==> config.mk <==
export PLATFORM = sky130hd
export DESIGN_NAME = clk_div_controller
export DESIGN_NICKNAME = d
export VERILOG_FILES = /design/src/rtl/clk_div_controller.sv
export SDC_FILE = /design/constraint.sdc
export NUM_CORES = 1
export LEC_CHECK = 0
export BUFFER_PORTS_ARGS = -buffer_cell sky130_fd_sc_hd__buf_2
export CAP_MARGIN = 20
export CELL_PAD_IN_SITES_DETAIL_PLACEMENT = 1
export CELL_PAD_IN_SITES_GLOBAL_PLACEMENT = 1
export CORE_MARGIN = 2
export CORE_UTILIZATION = 42
export CTS_BUF_LIST = sky130_fd_sc_hd__clkbuf_8
export DETAILED_ROUTE_END_ITERATION = 12
export GPL_TIMING_DRIVEN = 1
export PLACE_DENSITY_LB_ADDON = 0.05
export SETUP_SLACK_MARGIN = 0.1
export SYNTH_ARGS = -nofsm -noshare
export SYNTH_HDL_FRONTEND = slang
export SYNTH_SLANG_ARGS = --single-unit
==> constraint.sdc <==
create_clock -name clk -period 2.8 [get_ports clk]
set_input_delay 0.14 -clock clk [delete_from_list [all_inputs] [get_ports clk]]
set_output_delay 0.14 -clock clk [all_outputs]
set_load 0.01 [all_outputs]
==> src/rtl/clk_div_controller.sv <==
// Run/stop and rate controller for a programmable clock divider.
// Produces a 50%-duty divided clock and tick; ratio updates land only on falling boundaries.
module clk_div_controller #(
  parameter int unsigned WIDTH       = 16,
  parameter int unsigned DEFAULT_DIV = 8
) (
  input  logic             clk,
  input  logic             rst,
  input  logic             start,
  input  logic             stop,
  input  logic             cfg_valid,
  input  logic [WIDTH-1:0] cfg_div,
  output logic             cfg_ready,
  output logic             cfg_err,
  output logic             out_clk,
  output logic             tick,
  output logic             busy
);

  typedef enum logic {
    IDLE = 1'b0,
    RUN  = 1'b1
  } state_t;

  state_t           state_q, state_d;
  logic [WIDTH-1:0] div_q, div_d;
  logic [WIDTH-1:0] cnt_q, cnt_d;
  logic [WIDTH-1:0] pend_div_q, pend_div_d;
  logic             pend_valid_q, pend_valid_d;
  logic             stop_pend_q, stop_pend_d;
  logic             out_clk_d, tick_d, cfg_ready_d, cfg_err_d, busy_d;

  logic             xfer;
  logic             xfer_nz;
  logic             half_done;
  logic             fall_edge;
  logic             stopping;

  assign xfer      = cfg_valid & cfg_ready;
  assign xfer_nz   = xfer & (cfg_div != '0);
  assign half_done = (cnt_q == (div_q - WIDTH'(1)));
  assign fall_edge = (state_q == RUN) & half_done & out_clk;
  assign stopping  = fall_edge & stop_pend_q;

  // Next-state and registered-output logic
  always_comb begin
    state_d      = state_q;
    div_d        = div_q;
    cnt_d        = cnt_q;
    pend_div_d   = pend_div_q;
    pend_valid_d = pend_valid_q;
    stop_pend_d  = stop_pend_q;
    out_clk_d    = out_clk;
    tick_d       = 1'b0;
    cfg_ready_d  = cfg_ready;
    cfg_err_d    = xfer & (cfg_div == '0);

    case (state_q)
      IDLE: begin
        cnt_d        = '0;
        out_clk_d    = 1'b0;
        pend_valid_d = 1'b0;
        stop_pend_d  = 1'b0;
        cfg_ready_d  = 1'b1;
        if (xfer_nz) begin
          div_d = cfg_div;
        end
        if (start && !stop) begin
          state_d = RUN;
        end
      end

      RUN: begin
        if (half_done) begin
          cnt_d     = '0;
          out_clk_d = ~out_clk;
          tick_d    = ~out_clk;
        end else begin
          cnt_d = cnt_q + WIDTH'(1);
        end

        if (stop) begin
          stop_pend_d = 1'b1;
        end

        // Falling boundary: commit pending ratio, then honour a pending stop
        if (fall_edge) begin
          if (pend_valid_q) begin
            div_d        = pend_div_q;
            pend_valid_d = 1'b0;
            cfg_ready_d  = 1'b1;
          end
          if (stop_pend_q) begin
            state_d     = IDLE;
            stop_pend_d = 1'b0;
          end
        end

        // A ratio arriving as we drop to IDLE needs no parking slot
        if (xfer_nz) begin
          if (stopping) begin
            div_d = cfg_div;
          end else begin
            pend_div_d   = cfg_div;
            pend_valid_d = 1'b1;
            cfg_ready_d  = 1'b0;
          end
        end
      end

      default: begin
        state_d = IDLE;
      end
    endcase

    busy_d = (state_d == RUN);
  end

  // State and output registers
  always_ff @(posedge clk) begin
    if (rst) begin
      state_q      <= IDLE;
      div_q        <= WIDTH'(DEFAULT_DIV);
      cnt_q        <= '0;
      pend_div_q   <= '0;
      pend_valid_q <= 1'b0;
      stop_pend_q  <= 1'b0;
      out_clk      <= 1'b0;
      tick         <= 1'b0;
      cfg_ready    <= 1'b1;
      cfg_err      <= 1'b0;
      busy         <= 1'b0;
    end else begin
      state_q      <= state_d;
      div_q        <= div_d;
      cnt_q        <= cnt_d;
      pend_div_q   <= pend_div_d;
      pend_valid_q <= pend_valid_d;
      stop_pend_q  <= stop_pend_d;
      out_clk      <= out_clk_d;
      tick         <= tick_d;
      cfg_ready    <= cfg_ready_d;
      cfg_err      <= cfg_err_d;
      busy         <= busy_d;
    end
  end

endmodule
### After elaboration in Yosys (flattened, before gate mapping)

Index checks and enable logic that the tools add are counted.
Widths: inputs -> output; s select.

* register bits after elaboration: 55

* add/subtract/negate cells: 2
* equal/unequal tests: 3
* mux-type cells: 27
* bitwise operators: 10
* reduce and logical (&&, ||, !) cells: 6

Operators by type and width (count)
* $mux 16: 6
* $pmux 16 s2: 2
* $add 16x1->16 const B: 1
* $eq 16x16->1: 1
* $logic_not 16->1: 1
* $reduce_bool 16->1: 1
* $sub 16x1->16 const B: 1
* $mux 1: 14
* $pmux 1 s2: 5
* $and 1x1->1: 6
* $not 1->1: 4
* $reduce_and 3->1: 1
* $reduce_or 3->1: 1
* $ne 2x1->1 const B: 1
* $ne 2x2->1 const B: 1
* $logic_and 1x1->1: 1
* $logic_not 1->1: 1

### Depth between registers and ports, before layout

* depth in word-level cells: 8
* gate-level depth with buffers: 11
* mapped depth without buffers: 10

### Worst setup path after synthesis

OpenSTA, ideal clock, no wires.

* path kind: flip-flop to flip-flop
* from: register div_q[0]
* to: register div_q[3]
* setup time: 134 ps
* arrival: 2906 ps
* data required time: 2666 ps
* path slack: -240 ps
* cell stages (with the launch flop): 11
* path buffers: 0
* period minus slack after synthesis: 3040 ps
* cells stage by stage: dfxtp_1 -> inv_1 -> ha_1 -> or4b_2 -> nor3_1 -> a32o_1 -> a41oi_1 -> nor4_4 -> a32o_1 -> nor2_1 -> or4_1

* longest elaborated chain between the ends: 8

RTL lines
* start, declared: line 26 `logic [WIDTH-1:0] div_q, div_d;`
* start signal, assigned: line 123 `div_q <= WIDTH'(DEFAULT_DIV);`
* start signal, assigned: line 135 `div_q <= div_d;`
* $sub 16x1->16 (*): line 41 `assign half_done = (cnt_q == (div_q - WIDTH'(1)));`
* $eq 16x16->1 (*): line 41
* $and 1x1->1 (*) (2 in a row): line 42 `assign fall_edge = (state_q == RUN) & half_done & out_clk;`
* $mux 16 or $and 1x1->1 (tied branches): line 87, 43
* $mux 16: line 101 `if (stopping) begin`
* $mux 16 (*): line 100 `if (xfer_nz) begin`
* $pmux 16 s2 (*): line 58 `case (state_q)`

Mark *: on every way between the ends. The rest lies on a longest branch, timed or not.
A chain may end at the register's enable or synchronous reset.

### Final worst setup path

* from: register div_q[4]
* to: register pend_valid_q

* longest elaborated chain between the ends: 8

RTL lines
* $sub 16x1->16 (*): line 41
* $eq 16x16->1 (*): line 41
* $and 1x1->1 (*) (2 in a row): line 42
* $mux 1 or $and 1x1->1 (tied branches): line 87, 43
* $mux 1: line 101
* $mux 1 (*): line 100
* $pmux 1 s2 (*): line 58
* end signal, assigned: line 138 `pend_valid_q <= pend_valid_d;`
* end, declared: line 29 `logic pend_valid_q, pend_valid_d;`

Marked as above.

==> impl_metrics.py <==
metrics = {
    "placement": {
        "placed_cell_area_mm2": 0.00325,
        "hpwlAfterDp_mm": 5.65,
        "dp_cells": 459,
        "pre_cts_slack_ps": -109,
        "portBuffers": 25,
        "globalplace.congestion": 0.802,
    },
    "floorplan": {
        "fp.dieW_um": 86.7,
        "core_area_mm2": 0.00672,
        "die_h_um": 86.7,
        "start_util": 0.427,
        "io_pins": 26,
        "die_area_mm2": 0.00751,
        "fp-row-count": 30,
    },
    "worst_setup_path": {
        "cpMaxStageDelayCell": "or4_4",
        "crit_chain": "or4_4, or4_4, a21boi_4, o22ai_2, nor4_4, buf_4, buf_4, buf_4, and3_4, a2bb2oi_2, nor2_1",
        "worstPathRequired_ps": 3000,
        "max_stage_delay_ps": 570,
        "rr_worst_depth": 11,
        "crit_arrival_ps": 3190,
        "rr_startpoint": "div_q[4]$_SDFFE_PP0P_",
        "reg2reg_slack_ps": -190,
        "r2r-end": "pend_valid_q$_SDFF_PP0_",
        "cpMostUsedCell": "buf_4",
        "crit_start": "div_q[4]$_SDFFE_PP0P_",
        "critPathCaptureType": "flip-flop",
        "worstSetupPathType": "reg2reg",
        "cp_max_fo": 6,
        "startpoint_type": "flip-flop",
    },
    "power_and_ir_drop": {
        "clockPowerShare": 0.333,
        "power_switching_w": 0.000508,
        "swShare": 0.273,
        "internal_power_w": 0.00136,
        "p_per_area_mw_per_mm2": 506,
        "leakagePower_nw": 1.45,
        "ir_worst_vdd_mv": 0.243,
        "p_seq_frac": 0.453,
        "pwr-share-comb": 0.214,
    },
    "clock_network": {
        "cts_tree": "done",
        "cts_buffers": 5,
        "cts-root-buf": "clkbuf_8",
        "clock_latency_ps": 310,
        "cts.sinks": 55,
        "clk_pin_slew_ps": 100,
        "htree_levels": 2,
        "clock_path_buffers": 2,
    },
    "logic_synthesis": {
        "syn_inst": 350,
        "yosysTopAreaCell": "dfxtp_1",
        "ys_ff_latch": 55,
        "synthFlopType": "dfxtp_1",
        "yosys_warnings": 0,
        "synth-xor-area-share": 0.101,
        "synth_top_family_by_area": "simple AND/OR/NAND/NOR gates",
        "yosys.area_share.simple": 0.330,
        "yosysMostFrequentCell": "nor2_1",
        "synth_fa_ha_area_frac": 0.00872,
        "syn-cell-area_mm2": 0.00287,
        "synth_fp_nets": 373,
        "syn_area_per_cell_um2": 8.20,
        "synth_top_cell_area_share": 0.384,
        "synthDistinctLibCells": 47,
        "synthMuxAreaShare": 0.0558,
        "synth_edf_count": 0,
        "synth-async-reset-ratio": 0,
        "synth_commonest_cells": "nor2_1 (82), dfxtp_1 (55), nor3_1 (21)",
        "ys_seq_area_frac": 0.384,
        "synth_compound_area_frac": 0.0833,
        "synth.top_cells.by_area": "dfxtp_1 (38%), nor2_1 (11%), mux2i_1 (5.6%)",
    },
    "hold_path": {
        "min_path_cells": 3,
        "min_from": "cfg_valid",
        "min_to": "cfg_err$_SDFF_PP0_",
        "hp-class": "in2reg",
    },
    "routing": {
        "wl_met1_mm": 4.07,
        "met2_wirelength_mm": 4.18,
        "viasPerCell": 5.72,
        "drtIter0Drc": 185,
        "ant_nets": 0,
        "drc_errors": 0,
        "dr.pass1.iters": 4,
        "vias": 2740,
        "top_layer_used": "met4",
        "drt_wl_total_mm": 8.67,
        "post_drt_wl_per_cell_um": 18.1,
        "wl_met3_um": 277,
    },
    "run_status": {
        "status": "finished, violations left",
        "violations": "setup timing",
    },
    "timing": {
        "clock.fmax_ghz": 0.334,
        "fin_ws_ps": -193,
        "rsz0062_at_grt": "yes",
        "clock_skew_ps": 6.32,
        "maxSlewViolCount": 0,
        "hold_viol_final": 0,
        "finalSetupViolations": 51,
        "relSlewSlack": 0.577,
        "period_needed_ps": 2990,
        "period_share": 1.07,
        "fin_setup_tns_ps": -5400,
        "worstMarginPinSlew_ps": 635,
    },
    "finish": {
        "design_area_mm2": 0.00368,
        "drive_gt1_frac": 0.276,
        "nets": 421,
        "utilization": 0.548,
        "fill_cells": 807,
        "final_cells": 479,
        "antenna_cells": 0,
        "syn_to_final_growth_pct": 28.4,
    },
    "global_route": {
        "grt_max_degree": 36,
        "antenna_found_initial": 0,
        "grt_pass1_vias": 2621,
        "overflow": 0,
        "grt_first_pass_wirelength_mm": 13.6,
        "gr-usage-all-layers": 0.228,
    },
    "run": {
        "max_cap_violations": 0,
    },
}
critical path: cells and delay by family, from the launching register on:
family          cells  cell delay (ps)
compound gates      3              410
flops               1              350
simple gates        5             1690
buf+inv             3              430
worst max path at each step:
stage                                              to
after floorplan                 div_q[3]$_SDFFE_PP1P_
after global placement    pend_div_q[12]$_SDFFE_PP0P_
after detailed placement  pend_div_q[14]$_SDFFE_PP0P_
after CTS                 pend_div_q[14]$_SDFFE_PP0P_
after global routing      pend_div_q[14]$_SDFFE_PP0P_
final                         pend_valid_q$_SDFF_PP0_
placed cells by master (no fill, tap or decap), types with 5 or more instances in the layout:
master	count
nand2b_1	5
buf_4	25
mux2i_1	14
and3_1	6
xor2_1	15
nor3_2	11
buf_2	25
xnor2_1	18
inv_1	9
nand3_1	13
nor4_1	18
dfxtp_1	51
nand2_1	15
nor2_1	82
nor3_1	9
clkbuf_8	5
cell type report:
type	instances	area, µm²	area share
multi-input combinational	270	1860	0.506
inverter	8	30.0	0.00815
clock buffer	5	68.8	0.0187
tap	80	100	0.0272
clock inverter	3	63.8	0.0173
sequential	55	1110	0.300
timing repair buffer	58	453	0.123
power groups by stage:
stage          clock, W  combinational, W  sequential [W]
3_3_place_gp          0          0.000314        0.000860
2_1_floorplan         0          0.000208        0.000862
3_5_place_dp          0          0.000319        0.000861
6_report       0.000622          0.000399        0.000845
4_1_cts        0.000638          0.000359        0.000844
5_1_grt        0.000673          0.000430        0.000850
what timing repair did:
item / in CTS / in global routing
setup buffers: 4 / 4
hold buffers: 0 / 0
pin swaps: 3 / 17
hold endpoints to repair: 0 / 0
resized for setup: 14 / 26
gates cloned: 2 / 2
endpoints found under the setup margin: 49 / 53
routing by layer:
layer / track usage / vias up
met5: 0 / -
met3: 0.0324 / 11
li1: - / 1332
met2: 0.355 / 51
met4: 0.0653 / 0
met1: 0.329 / 1346
sequential cells by signal (all words and copies together), names as in the netlist:
register and count:
cfg_err 1, tick 1, out_clk 1, pend_div_q 16, cnt_q 16, pend_valid_q 1, cfg_ready 1, div_q 16
stop_pend_q 1, state_q 1
metrics by stage:
step                total power (W)  hold WS [ps]
finish                      0.00187          87.5
global route                0.00195           102
CTS                         0.00184          78.3
detailed placement          0.00118           408
global placement            0.00117           401
floorplan                   0.00107           282
cells by family (layout without fill, tap and decap cells):
logic type	after synthesis	in the layout
AO/OA/AOI/OAI	30	30
AND/OR/NAND/NOR	188	189
multiplexers	16	16
XOR/XNOR	33	33
flip-flops	55	55
adder cells (fa/ha/maj)	2	2
buffers and inverters	26	74
Power figures use the tool's default switching activity.
